--- config.mk ---
export PLATFORM = sky130hd
export DESIGN_NAME = div_sequencer_flat
export DESIGN_NICKNAME = d
export VERILOG_FILES = /design/src/rtl/div_sequencer_if.sv /design/src/rtl/div_sequencer.sv /design/src/flat_wrapper.sv
export SDC_FILE = /design/constraint.sdc
export NUM_CORES = 1
export LEC_CHECK = 0
export ABC_AREA = 1
export BUFFER_PORTS_ARGS = -buffer_cell sky130_fd_sc_hd__buf_2
export CELL_PAD_IN_SITES_DETAIL_PLACEMENT = 1
export CELL_PAD_IN_SITES_GLOBAL_PLACEMENT = 1
export CORE_AREA = 2 2 165 167
export DETAILED_ROUTE_END_ITERATION = 6
export DIE_AREA = 0 0 167 169
export PLACE_DENSITY = 0.91
export SLEW_MARGIN = 25
export SYNTH_ARGS = -nofsm -noshare
export SYNTH_HDL_FRONTEND = slang
export SYNTH_SLANG_ARGS = --single-unit
--- constraint.sdc ---
create_clock -name clk -period 9.67 [get_ports clk]
set_input_delay 1.4505 -clock clk [delete_from_list [all_inputs] [get_ports clk]]
set_output_delay 1.4505 -clock clk [all_outputs]
set_load 0.05 [all_outputs]
--- src/rtl/div_sequencer_if.sv ---
// Bundle of request, divider-core and result signals for div_sequencer.
// slave is the sequencer's view; master is the surrounding environment.
interface div_sequencer_if;
  logic        req_valid;
  logic        req_ready;
  logic [31:0] req_a;
  logic [15:0] req_b;

  logic [31:0] div_a;
  logic [15:0] div_b;
  logic        div_start;
  logic        div_busy;
  logic        div_ready;
  logic [31:0] div_q;
  logic [15:0] div_r;

  logic        res_valid;
  logic        res_ready;
  logic [31:0] res_q;
  logic [15:0] res_r;
  logic        res_dz;
  logic        res_err;

  modport slave (
    input  req_valid, req_a, req_b, div_busy, div_ready, div_q, div_r, res_ready,
    output req_ready, div_a, div_b, div_start, res_valid, res_q, res_r, res_dz, res_err
  );

  modport master (
    output req_valid, req_a, req_b, div_busy, div_ready, div_q, div_r, res_ready,
    input  req_ready, div_a, div_b, div_start, res_valid, res_q, res_r, res_dz, res_err
  );
endinterface

--- src/rtl/div_sequencer.sv ---
// Request queue and sequencer for the 32/16 divider core: one operation in flight,
// local divide-by-zero handling and a watchdog that turns a hung core into an error result.
module div_sequencer #(
  parameter int DEPTH   = 4,
  parameter int TIMEOUT = 40
) (
  input  logic                     clk,
  input  logic                     clrn,
  div_sequencer_if.slave           bus,
  output logic [$clog2(DEPTH):0]   pending
);

  localparam int AW = $clog2(DEPTH);
  localparam int WW = $clog2(TIMEOUT);
  localparam logic [AW:0]   DEPTH_C   = (AW+1)'(DEPTH);
  localparam logic [WW-1:0] WDOG_LAST = WW'(TIMEOUT - 1);

  localparam logic [1:0] S_IDLE  = 2'd0;
  localparam logic [1:0] S_ISSUE = 2'd1;
  localparam logic [1:0] S_WAIT  = 2'd2;
  localparam logic [1:0] S_HOLD  = 2'd3;

  logic [31:0]   r_memA [DEPTH];
  logic [15:0]   r_memB [DEPTH];
  logic [AW-1:0] r_wrPtr;
  logic [AW-1:0] r_rdPtr;
  logic [AW:0]   r_count;
  logic          r_full;

  logic [1:0]    r_state;
  logic [WW-1:0] r_wdog;
  logic [31:0]   r_divA;
  logic [15:0]   r_divB;
  logic          r_divStart;
  logic          r_resValid;
  logic [31:0]   r_resQ;
  logic [15:0]   r_resR;
  logic          r_resDz;
  logic          r_resErr;

  logic          w_push;
  logic          w_pop;
  logic [AW:0]   w_countNext;
  logic [31:0]   w_headA;
  logic [15:0]   w_headB;

  assign w_push  = bus.req_valid && !r_full;
  assign w_pop   = (r_state == S_IDLE) && (r_count != '0) && !bus.div_busy;
  assign w_headA = r_memA[r_rdPtr];
  assign w_headB = r_memB[r_rdPtr];

  always_comb begin
    w_countNext = r_count;
    if (w_push && !w_pop) begin
      w_countNext = r_count + 1'b1;
    end else if (!w_push && w_pop) begin
      w_countNext = r_count - 1'b1;
    end
  end

  always_ff @(posedge clk) begin
    if (w_push) begin
      r_memA[r_wrPtr] <= bus.req_a;
      r_memB[r_wrPtr] <= bus.req_b;
    end
  end

  // Full is registered so req_ready never sees a combinational path from the pop.
  always_ff @(posedge clk or negedge clrn) begin
    if (!clrn) begin
      r_wrPtr <= '0;
      r_rdPtr <= '0;
      r_count <= '0;
      r_full  <= 1'b0;
    end else begin
      if (w_push) r_wrPtr <= r_wrPtr + 1'b1;
      if (w_pop)  r_rdPtr <= r_rdPtr + 1'b1;
      r_count <= w_countNext;
      r_full  <= (w_countNext == DEPTH_C);
    end
  end

  always_ff @(posedge clk or negedge clrn) begin
    if (!clrn) begin
      r_state    <= S_IDLE;
      r_wdog     <= '0;
      r_divA     <= '0;
      r_divB     <= '0;
      r_divStart <= 1'b0;
      r_resValid <= 1'b0;
      r_resQ     <= '0;
      r_resR     <= '0;
      r_resDz    <= 1'b0;
      r_resErr   <= 1'b0;
    end else begin
      r_divStart <= 1'b0;
      case (r_state)
        S_IDLE: begin
          if (w_pop) begin
            if (w_headB == '0) begin
              r_resQ   <= 32'hFFFF_FFFF;
              r_resR   <= w_headA[15:0];
              r_resDz  <= 1'b1;
              r_resErr <= 1'b0;
              r_state  <= S_HOLD;
            end else begin
              r_divA  <= w_headA;
              r_divB  <= w_headB;
              r_state <= S_ISSUE;
            end
          end
        end
        S_ISSUE: begin
          r_divStart <= 1'b1;
          r_wdog     <= '0;
          r_state    <= S_WAIT;
        end
        S_WAIT: begin
          if (bus.div_ready) begin
            r_resQ     <= bus.div_q;
            r_resR     <= bus.div_r;
            r_resDz    <= 1'b0;
            r_resErr   <= 1'b0;
            r_resValid <= 1'b1;
            r_state    <= S_HOLD;
          end else if (r_wdog == WDOG_LAST) begin
            r_resQ     <= '0;
            r_resR     <= '0;
            r_resDz    <= 1'b0;
            r_resErr   <= 1'b1;
            r_resValid <= 1'b1;
            r_state    <= S_HOLD;
          end else begin
            r_wdog <= r_wdog + 1'b1;
          end
        end
        S_HOLD: begin
          // A divide-by-zero result enters HOLD with valid low and is presented one cycle later.
          if (r_resValid && bus.res_ready) begin
            r_resValid <= 1'b0;
            r_state    <= S_IDLE;
          end else begin
            r_resValid <= 1'b1;
          end
        end
        default: r_state <= S_IDLE;
      endcase
    end
  end

  assign bus.req_ready = !r_full;
  assign bus.div_a     = r_divA;
  assign bus.div_b     = r_divB;
  assign bus.div_start = r_divStart;
  assign bus.res_valid = r_resValid;
  assign bus.res_q     = r_resQ;
  assign bus.res_r     = r_resR;
  assign bus.res_dz    = r_resDz;
  assign bus.res_err   = r_resErr;
  assign pending       = r_count;

endmodule

--- src/flat_wrapper.sv ---
// flat-port wrapper written by rule: the top's interface ports become plain ports
module div_sequencer_flat 
#(
  parameter int DEPTH   = 4,
  parameter int TIMEOUT = 40
)
  (clk, clrn, pending, bus_req_valid, bus_req_a, bus_req_b, bus_div_busy, bus_div_ready, bus_div_q, bus_div_r, bus_res_ready, bus_req_ready, bus_div_a, bus_div_b, bus_div_start, bus_res_valid, bus_res_q, bus_res_r, bus_res_dz, bus_res_err);
  div_sequencer_if bus_i ();
  input  logic clk;
  input  logic clrn;
  output logic [$clog2(DEPTH):0] pending;
  input wire logic [$bits(bus_i.req_valid)-1:0] bus_req_valid;
  input wire logic [$bits(bus_i.req_a)-1:0] bus_req_a;
  input wire logic [$bits(bus_i.req_b)-1:0] bus_req_b;
  input wire logic [$bits(bus_i.div_busy)-1:0] bus_div_busy;
  input wire logic [$bits(bus_i.div_ready)-1:0] bus_div_ready;
  input wire logic [$bits(bus_i.div_q)-1:0] bus_div_q;
  input wire logic [$bits(bus_i.div_r)-1:0] bus_div_r;
  input wire logic [$bits(bus_i.res_ready)-1:0] bus_res_ready;
  output wire logic [$bits(bus_i.req_ready)-1:0] bus_req_ready;
  output wire logic [$bits(bus_i.div_a)-1:0] bus_div_a;
  output wire logic [$bits(bus_i.div_b)-1:0] bus_div_b;
  output wire logic [$bits(bus_i.div_start)-1:0] bus_div_start;
  output wire logic [$bits(bus_i.res_valid)-1:0] bus_res_valid;
  output wire logic [$bits(bus_i.res_q)-1:0] bus_res_q;
  output wire logic [$bits(bus_i.res_r)-1:0] bus_res_r;
  output wire logic [$bits(bus_i.res_dz)-1:0] bus_res_dz;
  output wire logic [$bits(bus_i.res_err)-1:0] bus_res_err;
  assign bus_i.req_valid = bus_req_valid;
  assign bus_i.req_a = bus_req_a;
  assign bus_i.req_b = bus_req_b;
  assign bus_i.div_busy = bus_div_busy;
  assign bus_i.div_ready = bus_div_ready;
  assign bus_i.div_q = bus_div_q;
  assign bus_i.div_r = bus_div_r;
  assign bus_i.res_ready = bus_res_ready;
  assign bus_req_ready = bus_i.req_ready;
  assign bus_div_a = bus_i.div_a;
  assign bus_div_b = bus_i.div_b;
  assign bus_div_start = bus_i.div_start;
  assign bus_res_valid = bus_i.res_valid;
  assign bus_res_q = bus_i.res_q;
  assign bus_res_r = bus_i.res_r;
  assign bus_res_dz = bus_i.res_dz;
  assign bus_res_err = bus_i.res_err;
  div_sequencer #(.DEPTH(DEPTH), .TIMEOUT(TIMEOUT)) u_core (.clk(clk), .clrn(clrn), .bus(bus_i), .pending(pending));
endmodule
---- After elaboration in Yosys (flattened, before gate mapping) ----
Memories as Yosys holds them, arrays and structs flattened.
Cells that the tools add are included.
storage, ports and cells
  memories ................................ 2
  bits of input ports ..................... 102
  output and inout bits ................... 104
  bits in writable memories ............... 192
  flip-flop bits (word level) ............. 116
  word-level logic and storage cells ...... 91
memories
  name           depth  bits a word  rd ports  clocked after memory_dff  write ports  line                 source
  u_core.r_memA  4      32           1         0                         1            div_sequencer.sv:23  logic [31:0] r_memA [DEPTH];
  u_core.r_memB  4      16           1         0                         1            div_sequencer.sv:24  logic [15:0] r_memB [DEPTH];
cells by class
  bitwise gates (word level) .............. 1
  add/sub/neg operators ................... 5
  muxes and demuxes ....................... 37
  reductions and logical operators ........ 21
  equality and inequality tests ........... 11
operators with widths
  kind                   number
  $mux W32               4
  $mux W16               4
  $pmux W32 S2           1
  $pmux W16 S2           1
  $logic_not A16 Y1      1
  $mux W1                13
  $mux W6                2
  $pmux W6 S2            1
  $mux W2                5
  $reduce_and A3 Y1      3
  $pmux W2 S4            1
  $add A6 B1 Y6 const B  1
  $eq A6 B6 Y1 const B   1
  $logic_and A1 B1 Y1    6
  $mux W3                2
  $ne A2 B2 Y1 const B   3
  $pmux W1 S2            3
  $reduce_bool A2 Y1     3
  $add A2 B1 Y2 const B  2
  $eq A2 B2 Y1 const B   2
  $logic_not A1 Y1       4
  $ne A2 B1 Y1 const B   2
  $reduce_and A4 Y1      1
  $add A3 B1 Y3 const B  1
  other kinds (8)        8

---- Depth between registers and ports, before layout ----
Gate-level depths: netlist of run 1.
  word-level depth ........................ 7
  depth in mapped cells ................... 15

---- Least setup slack after synthesis of run 1 ----
No wires, ideal clock.
  kind .................................... input to register
  start point ............................. input port bus_req_valid
  end point ............................... memory u_core.r_memA[0][0] (enable)
  path slack .............................. 5.566 ns
  library setup time ...................... 0.454 ns
  stages .................................. 2
  data required time ...................... 9.216 ns
  arrival time ............................ 3.650 ns
  path buffers ............................ 0
  cells stage by stage .................... nand2_1 > nor2_1
on the way
  cells in the longest elaborated chain, start to end .. 3
ends and longest elaborated chain
  element                        line                 source
  from (decl)                    flat_wrapper.sv:12   input wire logic [$bits(bus_i.req_valid)-1:0] bus_req_valid;
  $logic_and A1 B1 Y1            div_sequencer.sv:47  assign w_push = bus.req_valid && !r_full;
  $mux W1                        div_sequencer.sv:62  if (w_push) begin
  $mux W1 (implied by the code)  div_sequencer.sv:63  r_memA[r_wrPtr] <= bus.req_a;
  to (decl)                      div_sequencer.sv:23
No other way between the ends.

---- Worst setup path after layout of run 1 ----
  start point ............................. register u_core.r_rdPtr[1]
  end point ............................... register u_core.r_divB[1], in the netlist u_core.bus.div_b[1]
on the way
  cells in the longest elaborated chain, start to end .. 4
ends and longest elaborated chain
  element                      line                  source
  from (decl)                  div_sequencer.sv:26   logic [AW-1:0] r_rdPtr;
  from (signal assigned)       div_sequencer.sv:77   if (w_pop) r_rdPtr <= r_rdPtr + 1'b1;
  $mem_v2 Z4 W16 *             --
  $logic_not A16 Y1            div_sequencer.sv:100  if (w_headB == '0) begin
  $not A1 Y1 (no line)         --
  $reduce_and A3 Y1 (no line)  --
  to (signal assigned)         div_sequencer.sv:108  r_divB <= w_headB;
  to (decl)                    div_sequencer.sv:33   logic [15:0] r_divB;
Mark *: on every way between the ends. The rest lies on a longest branch, timed or not.
A chain may end at the register's enable or synchronous reset.

==> results of run 1 <==
==> cell type report <==
class,instances,area share (%)
flip-flops and latches,308,58.74
multi-input cells,726,22.77
repair buffers,216,7.575
clock buffers,48,6.541
well taps,341,2.889
inverters,28,0.7117
clock inverters,16,0.6270
diodes,9,0.1525
==> flip-flops by register name, indices dropped and copies added (netlist names), 2 cells and up <==
register	flops
u_core.r_memB	64
u_core.bus.div_a	32
u_core.bus.res_r	16
u_core.r_state	2
u_core.r_wrPtr	2
u_core.r_wdog	6
u_core.bus.res_q	32
u_core.r_memA	128
u_core.pending	3
u_core.bus.div_b	16
u_core.r_rdPtr	2
==> critical path: cells and delay by family (launching register included) <==
| family | cells | cell delay, ps |
|---|---|---|
| buffers and inverters | 3 | 1810 |
| AND/OR/NAND/NOR | 7 | 1170 |
| flip-flops | 1 | 1070 |
| AO/OA/AOI/OAI | 1 | 450 |
==> report_power, final <==
part | total [mW] | internal [mW] | switching (mW)
clock | 1.23 | 0.704 | 0.530
sequential | 2.05 | 1.81 | 0.239
combinational | 2.41 | 0.564 | 1.85
==> metrics by stage <==
stage / power (mW) / worst slack (ps) / std cells
2_1_floorplan: 3.774 / 5566 / 1130
3_3_place_gp: 4.309 / 5215 / 1619
3_5_place_dp: 4.463 / 4985 / 1619
4_1_cts: 5.724 / 4923 / 1683
5_1_grt: 5.996 / 4711 / 1688
6_report: 5.691 / 4954 / 1692
==> metal layers <==
layer / wire [um] / vias to the layer above
met5: 0 / -
met4: 787 / 0
met3: 2323 / 51
met2: 18780 / 359
met1: 14640 / 4778
li1: - / 4259
==> worst paths after layout <==
path | to | startpoint | slack (ps)
setup / recovery | u_core.bus.div_b[1] | u_core.r_rdPtr[1] | 4950
hold / removal | u_core.bus.res_q[23] | u_core.bus.res_q[23] | 470
setup reg to reg | u_core.bus.div_b[1] | u_core.r_rdPtr[1] | 4950
hold reg to reg | u_core.bus.res_q[23] | u_core.bus.res_q[23] | 470
max in group asynchronous | u_core.r_rdPtr[0] | clrn | 7700
min in group asynchronous | u_core.bus.res_q[3] | clrn | 860
==> cell usage after synthesis (9+ instances only) <==
library cell and instances:
dfrtp_1 116, inv_1 24, nor2_1 81, nand3_1 116
edfxtp_1 192, buf_2 25, o22ai_1 16, o22a_1 16
nand2_1 339, a21oi_1 9, o21ai_0 115, clkbuf_1 27
ha_1 13
==> logic make-up after synthesis <==
| group | synth area share, % |
|---|---|
| simple gates | 17.69 |
| flops | 69.61 |
| compound gates | 7.395 |
| xor+xnor | 0.2813 |
| fa+ha+maj | 1.306 |
| buf+inv | 3.718 |
==> impl_results.md, run 1 <==
* Slew @ Worst Pin at about 1100 ps
* Clock Latency Late Sink at 530 ps
* M2 GR Usage at ~45%
* Final hold slack at ~470 ps
* Gpl congestion at approximately 0.8
* Synth Area per Inst at 11.02 um^2
* Synth cell types at 28
* Max Fclk at roughly 210 MHz
* Tmin final at roughly 4700 ps
* Max cap viols at 0
* IO Count at roughly 210
* Seq/Total Area, Yosys at between 60 and 70%
* Setup violators final at 0
* DR vias/cell at about 5.6
* Met1 usage at 31.15%
* Initial antenna violation count at 8
* Root buf cell: clkbuf_16
* Post-CTS setup buffer count at 0
* Number of global-route vias before repair at approximately 10000
* Post-synth EDFFs at 192
* Critical path arrival at ~5100 ps
* Most frequent CP cell: nand2_1
* Post_cts resized at 0
* Post-DP HPWL at between 20 and 25 mm
* Peak fanout along the critical path at 80
* Syn Inst Count at 1130
* YS warnings at 0
* Met3 usage at 4.653%
* LEAKAGE at ~6.4 nW
* Leading cell types in the layout, fill and taps excluded: nand2_1 (339), buf_2 (204), edfxtp_1 (192), nand3_1 (116), o21ai_0 (115)
* CP Launch Type: flop
* Crit-path cells: clkinv_1, buf_4, nand3_1, nand2_1, nand2_1, nor2_1, nand2_1, nor2_2, inv_2, nand2_4, o21ai_0
* Ys async rst share at roughly 38%
* Unrepaired setup endpoints after global routing: false
* Crit end category: flop
* CTS Buf Count at 35
* Worst hold path type: reg2reg
* Critical-path top delay cell: dfrtp_2
* # port buffers at around 210
* Wire length after detailed routing at between 30 and 40 mm
* Most common cell after layout, fill and taps aside: nand2_1
* Register area at between 8000 and 9000 um^2
* Worst Path Required at between 10000 and 15000 ps
* Die Span X at ~170 um
* Top cell type's share of synthesized area at 46.30%
* Total track usage at approximately 25%
* Drt wl/cell at between 20 and 25 um
* Slew Limit Fails at 0
* GRT Residual Overflow at 0
* R2R depth at 11
* Die Y at between 150 and 200 um
* Synth area leader: edfxtp_1
* GRT busiest layer: met2
* Final ANT Viol Nets at 0
* Multi-input gate area at approximately 3400 um^2
* CTS hold repair buffers at 0
* Cell Pwr Density at around 390 nW/um^2
* Critical path class: reg2reg
* Outcome: finished clean
* Fin util at 55.72%
* Hold depth at 2
* # rows at 60
* CTS sink count at between 300 and 400
* TritonCTS clock tree: done
* Depth of the CTS H-tree at 2
* Ranking of synthesized cells by area: edfxtp_1 (46%), dfrtp_1 (23%), nand2_1 (10%)
* #FFs+latches synth at just over 300
* Setup TNS at 0 ps
* Deepest clock path buffer count at 3
* Initial Utilization at ~47%
* Fillcell total at between 2000 and 3000
* Fin. Hold Viols at 0
* DR iter-0 viols at 855
* Dpl cell area at ~14000 um^2
* 1st-pass router iterations at 5
* Worst Skew at about 20 ps
* DRC violations left at 0
* DIE AREA at between 20000 and 30000 um^2
* Pin count of the biggest net entering global routing at 81
* Peak VDD IR at ~0.23 mV
* Post-route cell area at roughly 15000 um^2
* CP max stage delay at around 1100 ps
* Main synth FF type: edfxtp_1
* Clock transition at path regs at 60 ps
* Area grow syn2layout at 18.58%
* Tcrit/Tclk final at around half
* Layout cell share with drive strength beyond 1 at between 20% and 30%
* Post-Synthesis Net Count at ~1200
* CORE AREA at roughly 27000 um^2
* Max-slew headroom at between 20% and 30%
* Total number of vias at 9447
* Final #Nets at 1430
* Synthesized area at roughly 12000 um^2
* First-pass GRT wire length at between 50 and 60 mm
(Power assumes the default switching activity.)
==> run 2, diff against run 1 <==
--- a/config.mk
+++ b/config.mk
@@ -9,10 +9,10 @@
 export BUFFER_PORTS_ARGS = -buffer_cell sky130_fd_sc_hd__buf_2
 export CELL_PAD_IN_SITES_DETAIL_PLACEMENT = 1
 export CELL_PAD_IN_SITES_GLOBAL_PLACEMENT = 1
-export CORE_AREA = 2 2 165 167
+export CORE_AREA = 2 2 180 182
 export DETAILED_ROUTE_END_ITERATION = 6
-export DIE_AREA = 0 0 167 169
-export PLACE_DENSITY = 0.91
+export DIE_AREA = 0 0 182 184
+export PLACE_DENSITY = 0.82
 export SLEW_MARGIN = 25
 export SYNTH_ARGS = -nofsm -noshare
 export SYNTH_HDL_FRONTEND = slang
==> constraint.sdc (replaced) <==
create_clock -name clk -period 4.2 [get_ports clk]
set_input_delay 0.63 -clock clk [delete_from_list [all_inputs] [get_ports clk]]
set_output_delay 0.63 -clock clk [all_outputs]
set_load 0.05 [all_outputs]
==> run 2 against run 1 <==
Register-to-register slack lost 4300 ps. First-iteration DRC count shrank 37%. Clock skew grew 0.90 ps. Core utilization shrank 8.3 points. Count of clock-buffer cells in the layout grew 1. Design area grew 0.87%. Global-route usage shrank 4.9 points. Sequential power grew 130%. Critical endpoint is now u_core.bus.div_b[2]. Largest power group unchanged.
==> impl_results.md, run 2 (synthesis results as in run 1) <==
* Outcome: finished clean
* Initial Utilization at 39.67% (-7.3 points)
* Final #Nets at 1433 (+0.21%)
* DIE AREA at 33490 um^2 (+19%)
* Slew @ Worst Pin at 925.6 ps (-142.8 ps)
* Most flop-heavy register: u_core.r_memA
* Number of global-route vias before repair at 9641 (-4.0%)
* Setup violators final at 0 (unchanged)
* DRC violations left at 0 (unchanged)
* Tmin final at 3587 ps (-1129 ps)
* Clock Latency Late Sink at 510 ps (-20 ps)
* Peak VDD IR at 0.4228 mV (+87%)
* Final cell count without fillers at 1751 (+3.5%)
* Fin worst setup slack at 613.1 ps (-4341 ps)
* GRT Residual Overflow at 0 (unchanged)
* Post-CTS setup buffer count at 0 (unchanged)
* Post-DP HPWL at 22.06 mm (-2.7%)
* Register area at 8673 um^2 (unchanged)
* CTS Buf Count at 34 (-2.9%)
* # port buffers at 205 (unchanged)
* Pin count of the biggest net entering global routing at 81 (unchanged)
* Fin. Hold Viols at 0 (unchanged)
* CTS sink count at 308 (unchanged)
* Final ANT Viol Nets at 0 (unchanged)
* Unrepaired setup endpoints after global routing: false
* DR iter-0 viols at 541 (-37%)
* Peak fanout along the critical path at 80 (unchanged)
* Drt wl/cell at 19.68 um (-8.9%)
* Final hold slack at 172.5 ps (-294.4 ps)
* Critical path class: reg2reg
* Crit end category: flop
* Crit-path leading delay family: simple AND/OR/NAND/NOR gates
* Cell Pwr Density at 871.8 nW/um^2 (+130%)
* Crit-path cells: clkinv_1, nand3_1, nand2_1, nand2_1, nor2_1, nand2_1, nor2_2, inv_2, nand2_4, o21ai_0
* Layout cell share with drive strength beyond 1 at 20.70% (-0.16 points)
* Max cap viols at 0 (unchanged)
* Critical path arrival at 3980 ps (-1140 ps)
* Tcrit/Tclk final at 85.40% (+37 points)
* Slew Limit Fails at 0 (unchanged)
* Wire length after detailed routing at 34.46 mm (-5.7%)
* Worst hold path type: in2async
* Gpl congestion at 0.7672 (-4.2%)
* Area grow syn2layout at 19.61%
* DR vias/cell at 5.179 (-7.2%)
* Worst Path Required at 4600 ps (-5470 ps)
* Root buf cell: clkbuf_16
* LEAKAGE at 6.374 nW (+0.18%)
* Fillcell total at 3500 (+21%)
* Post_cts resized at 0 (unchanged)
* # rows at 65 (+8.3%)
* CTS hold repair buffers at 0 (unchanged)
* IO Count at 206 (unchanged)
* Biggest regs: u_core.r_memA x128, u_core.r_memB x64
* Die Y at 184 um (+8.9%)
* Post-placement worst setup slack at 582.5 ps (-4403 ps)
* Largest register FFs at 128 (unchanged)
* CP Launch Type: flop
* Most common cell after layout, fill and taps aside: nand2_1
* Placed insts at 1684 (+4.0%)
* Initial antenna violation count at 11 (+3)
* 1st-pass router iterations at 5 (unchanged)
* CP max stage delay at 720 ps (-350 ps)
* Total track usage at 20.49% (-4.9 points)
* Max-slew headroom at 38.15% (+9.4 points)
* Critical-path top delay cell: dfrtp_2
* Max Fclk at 278.8 MHz (+31%)
* Leading cell types in the layout, fill and taps excluded: nand2_1 (339), buf_2 (204), edfxtp_1 (192), nand3_1 (116), o21ai_0 (115)
* Clock transition at path regs at 60 ps (about the same)
* Setup TNS at 0 ps (unchanged)
* Depth of the CTS H-tree at 2 (unchanged)
* Multi-input gate area at 3367 um^2 (+0.15%)
* Deepest clock path buffer count at 3 (unchanged)
* Total number of vias at 9068 (-4.0%)
* Most frequent CP cell: nand2_1
* Die Span X at 182 um (+9.0%)
* Worst Skew at 21.28 ps (+0.9012 ps)
* Sum of buffers and inverters on the critical path at 2 (-1)
* TritonCTS clock tree: done
* CORE AREA at 31390 um^2 (+18%)
* First-pass GRT wire length at 53.60 mm (-3.9%)
-- run 2: changes by cell type in the layout (fill, tap and decap cells not counted), moves of 2 or more --
| cell | previous run | this run |
|---|---|---|
| clkinv_2 | 9 | 3 |
| buf_12 | 0 | 5 |
| clkbuf_1 | 10 | 13 |
| diode_2 | 9 | 6 |
| buf_6 | 2 | 0 |
| clkbuf_16 | 36 | 34 |
-- run 2: final timing paths --
kind | from | to | slack (ps) | depth (start not counted)
min in group clk | bus_req_b[9] | u_core.r_memB[1][9] | 330 | 1
hold reg to reg | u_core.bus.div_a[25] | u_core.bus.div_a[25] | 470 | 2
max in group asynchronous | clrn | u_core.r_rdPtr[0] | 3170 | 2
setup / recovery | u_core.r_rdPtr[1] | u_core.bus.div_b[2] | 610 | 10
setup reg to reg | u_core.r_rdPtr[1] | u_core.bus.div_b[2] | 610 | 10
hold / removal | clrn | u_core.bus.res_q[8] | 170 | 1
-- run 2: power breakdown --
part	leakage, nW	switching [mW]	internal (mW)	total [mW]
Combinational	2.69	4.20	1.34	5.54
Clock	0.497	1.18	1.61	2.79
Sequential	3.19	0.507	4.15	4.66
-- run 2: stage by stage --
stage	total power, mW	area, um^2	util (%)
after detailed placement	10.28	13850	44.11
after global placement	10.06	13850	44.11
final	12.99	14900	47.45
after floorplan	8.689	12450	-
after global routing	13.77	14890	47.43
after CTS	13.11	14880	47.39
-- run 2: metal layers --
metal	track usage, %	part of all wire, %
met5	0	0.15
met4	5.613	1.7
met3	4.338	5.7
met2	35.44	48
met1	26.17	44
-- run 2: layout make-up --
type                       count  area share [%]
sequential                   308           58.23
antenna                        6          0.1008
multi-input combinational    726           22.60
inverter                      28          0.7056
timing repair buffer         220           8.081
clock inverter                12          0.6804
clock buffer                  49           6.224
tap                          402           3.377
-- run 2: worst reg2reg max path, cell delays in order, from the launching register on --
cell,delay (ps)
dfrtp_2,720
clkinv_1,710
nand3_1,300
nand2_1,110
nand2_1,90
nor2_1,50
nand2_1,150
nor2_2,90
inv_2,260
nand2_4,530
o21ai_0,480
==> run 3, diff against run 2 <==
--- a/config.mk
+++ b/config.mk
@@ -9,9 +9,9 @@
 export BUFFER_PORTS_ARGS = -buffer_cell sky130_fd_sc_hd__buf_2
 export CELL_PAD_IN_SITES_DETAIL_PLACEMENT = 1
 export CELL_PAD_IN_SITES_GLOBAL_PLACEMENT = 1
-export CORE_AREA = 2 2 180 182
+export CORE_AREA = 2 2 176 178
 export DETAILED_ROUTE_END_ITERATION = 6
-export DIE_AREA = 0 0 182 184
+export DIE_AREA = 0 0 178 180
 export PLACE_DENSITY = 0.82
 export SLEW_MARGIN = 25
 export SYNTH_ARGS = -nofsm -noshare
==> constraint.sdc (replaced) <==
create_clock -name clk -period 3.48 [get_ports clk]
set_input_delay 0.522 -clock clk [delete_from_list [all_inputs] [get_ports clk]]
set_output_delay 0.522 -clock clk [all_outputs]
set_load 0.05 [all_outputs]
==> run 3 against run 2 <==
Clock skew down 3.1 ps. Non-clock buffer count up 2. Routed wire length down 3.0%. Largest power group unchanged.
==> impl_results.md, run 3 (synthesis results as in run 1) <==
* Depth of the CTS H-tree at 2 (unchanged)
* Final #Nets at 1435 (+0.14%)
* Max Fclk at 338.4 MHz (+21%)
* Slew @ Worst Pin at 965.2 ps (+39.58 ps)
* Root buf cell: clkbuf_16
* TritonCTS clock tree: done
* Initial Utilization at 41.25% (+1.6 points)
* Total number of vias at 9153 (+0.94%)
* 1st-pass router iterations at 5 (unchanged)
* WL met2 at 16.23 mm (-2.8%)
* FF-to-FF setup slack at 520 ps (-90 ps)
* Most common cell after layout, fill and taps aside: nand2_1
* Final cell count without fillers at 1743 (-0.46%)
* Initial antenna violation count at 9 (-2)
* CTS Buf Count at 34 (unchanged)
* Crit end category: flop
* Max cap viols at 0 (unchanged)
* Most flop-heavy register: u_core.r_memA
* Worst Skew at 18.15 ps (-3.124 ps)
* Post_cts resized at 0 (unchanged)
* Clock Latency Late Sink at 520 ps (about the same)
* Number of global-route vias before repair at 9670 (+0.30%)
* DRC violations left at 0 (unchanged)
* Gpl congestion at 0.7763 (+1.2%)
* Die Span X at 178 um (-2.2%)
* Top sig layer: met5
* Clock transition at path regs at 60 ps (about the same)
* Placed insts at 1680 (-0.24%)
* Leading cell types in the layout, fill and taps excluded: nand2_1 (339), buf_2 (204), edfxtp_1 (192), nand3_1 (116), o21ai_0 (115)
* Setup TNS at 0 ps (unchanged)
* CP Launch Type: flop
* Cell Pwr Density at 1062 nW/um^2 (+22%)
* Area grow syn2layout at 20.28%
* First-pass GRT wire length at 52.60 mm (-1.9%)
* CTS hold repair buffers at 0 (unchanged)
* Max-slew headroom at 35.43% (-2.7 points)
* # rows at 64 (-1.5%)
* Worst Path Required at 3870 ps (-730 ps)
* Wire length after detailed routing at 33.43 mm (-3.0%)
* Peak VDD IR at 0.6046 mV (+43%)
* Largest register FFs at 128 (unchanged)
* CTS sink count at 308 (unchanged)
* Post-DP HPWL at 20.90 mm (-5.3%)
* GRT Residual Overflow at 0 (unchanged)
* Outcome: finished clean
* IO Count at 206 (unchanged)
* Peak fanout along the critical path at 50 (-38%)
* Final ANT Viol Nets at 0 (unchanged)
* DR iter-0 viols at 510 (-5.7%)
* Slew Limit Fails at 0 (unchanged)
* Met1 WL at 13.88 mm (-8.3%)
* Worst hold path type: in2async
* # port buffers at 205 (unchanged)
* Die Y at 180 um (-2.2%)
* Setup violators final at 0 (unchanged)
* Layout cell share with drive strength beyond 1 at 21.32% (+0.62 points)
* Total track usage at 20.78% (+0.29 points)
* Critical path class: reg2reg
* Drt wl/cell at 19.18 um (-2.5%)
* Post-CTS setup buffer count at 0 (unchanged)
* Deepest clock path buffer count at 3 (unchanged)
* Unrepaired setup endpoints after global routing: false
* Biggest regs: u_core.r_memA x128, u_core.r_memB x64
* WL met3 at 2.471 mm (+25%)
* DR vias/cell at 5.251 (+1.4%)
* Tcrit/Tclk final at 84.91% (-0.49 points)
* Tmin final at 2955 ps (-631.9 ps)
* Pin count of the biggest net entering global routing at 81 (unchanged)
* LEAKAGE at 6.442 nW (+1.1%)
* CORE AREA at 30190 um^2 (-3.8%)
* Critical path arrival at 3340 ps (-640 ps)
* DIE AREA at 32040 um^2 (-4.3%)
* Fin. Hold Viols at 0 (unchanged)
-- run 3: final cells by class --
type,instances,area (um^2)
clock inverters,14,162.7
flip-flops and latches,308,8671
diodes,1,2.502
repair buffers,222,1206
well taps,396,495.5
multi-input cells,726,3362
clock buffers,48,973.4
inverters,28,105.1
fillers,3315,15210
-- run 3: routing by layer --
metal | track usage [%] | up-vias
met5 | 0 | -
met2 | 35.21 | 283
met1 | 26.14 | 4515
met3 | 5.647 | 81
li1 | - | 4258
met4 | 5.672 | 16
-- run 3: final timing paths --
kind | startpoint | to | depth (start not counted)
worst max-delay path | u_core.r_rdPtr[1] | u_core.bus.res_r[1] | 10
worst min-delay path | clrn | u_core.r_wdog[2] | 1
worst max register to register | u_core.r_rdPtr[1] | u_core.bus.res_r[1] | 10
worst min register to register | u_core.bus.res_q[0] | u_core.bus.res_q[0] | 2
max in group asynchronous | clrn | u_core.bus.div_a[24] | 2
min in group clk | bus_req_a[23] | u_core.r_memA[1][23] | 1
-- run 3: critical path, cell delays in order, from the launching register on --
cell and delay, ps:
dfrtp_2 390, inv_1 560, nand3_1 160, nand2_1 150, nand2_1 70, nor2_1 160
nand2_1 150, o21ai_4 210, nand2_2 570, nand2_1 280, nand2_1 80
-- run 3: metrics by stage --
stage	area [um^2]	power [mW]	setup WS (ps)	hold WS [ps]	util, %
2_1_floorplan	12450	10.49	49.21	226.4	-
6_report	14980	15.90	525.0	163.0	49.61
3_5_place_dp	13840	12.38	519.1	455.5	45.84
5_1_grt	14980	16.92	303.3	205.4	49.61
3_3_place_gp	13840	12.10	715.9	448.7	45.84
4_1_cts	14980	16.09	488.0	179.4	49.61
-- run 3: power breakdown --
part	internal, mW	leakage (nW)	switching [mW]
Clock	2.19	0.558	1.45
Combinational	1.62	2.69	5.14
Sequential	5.01	3.19	0.493
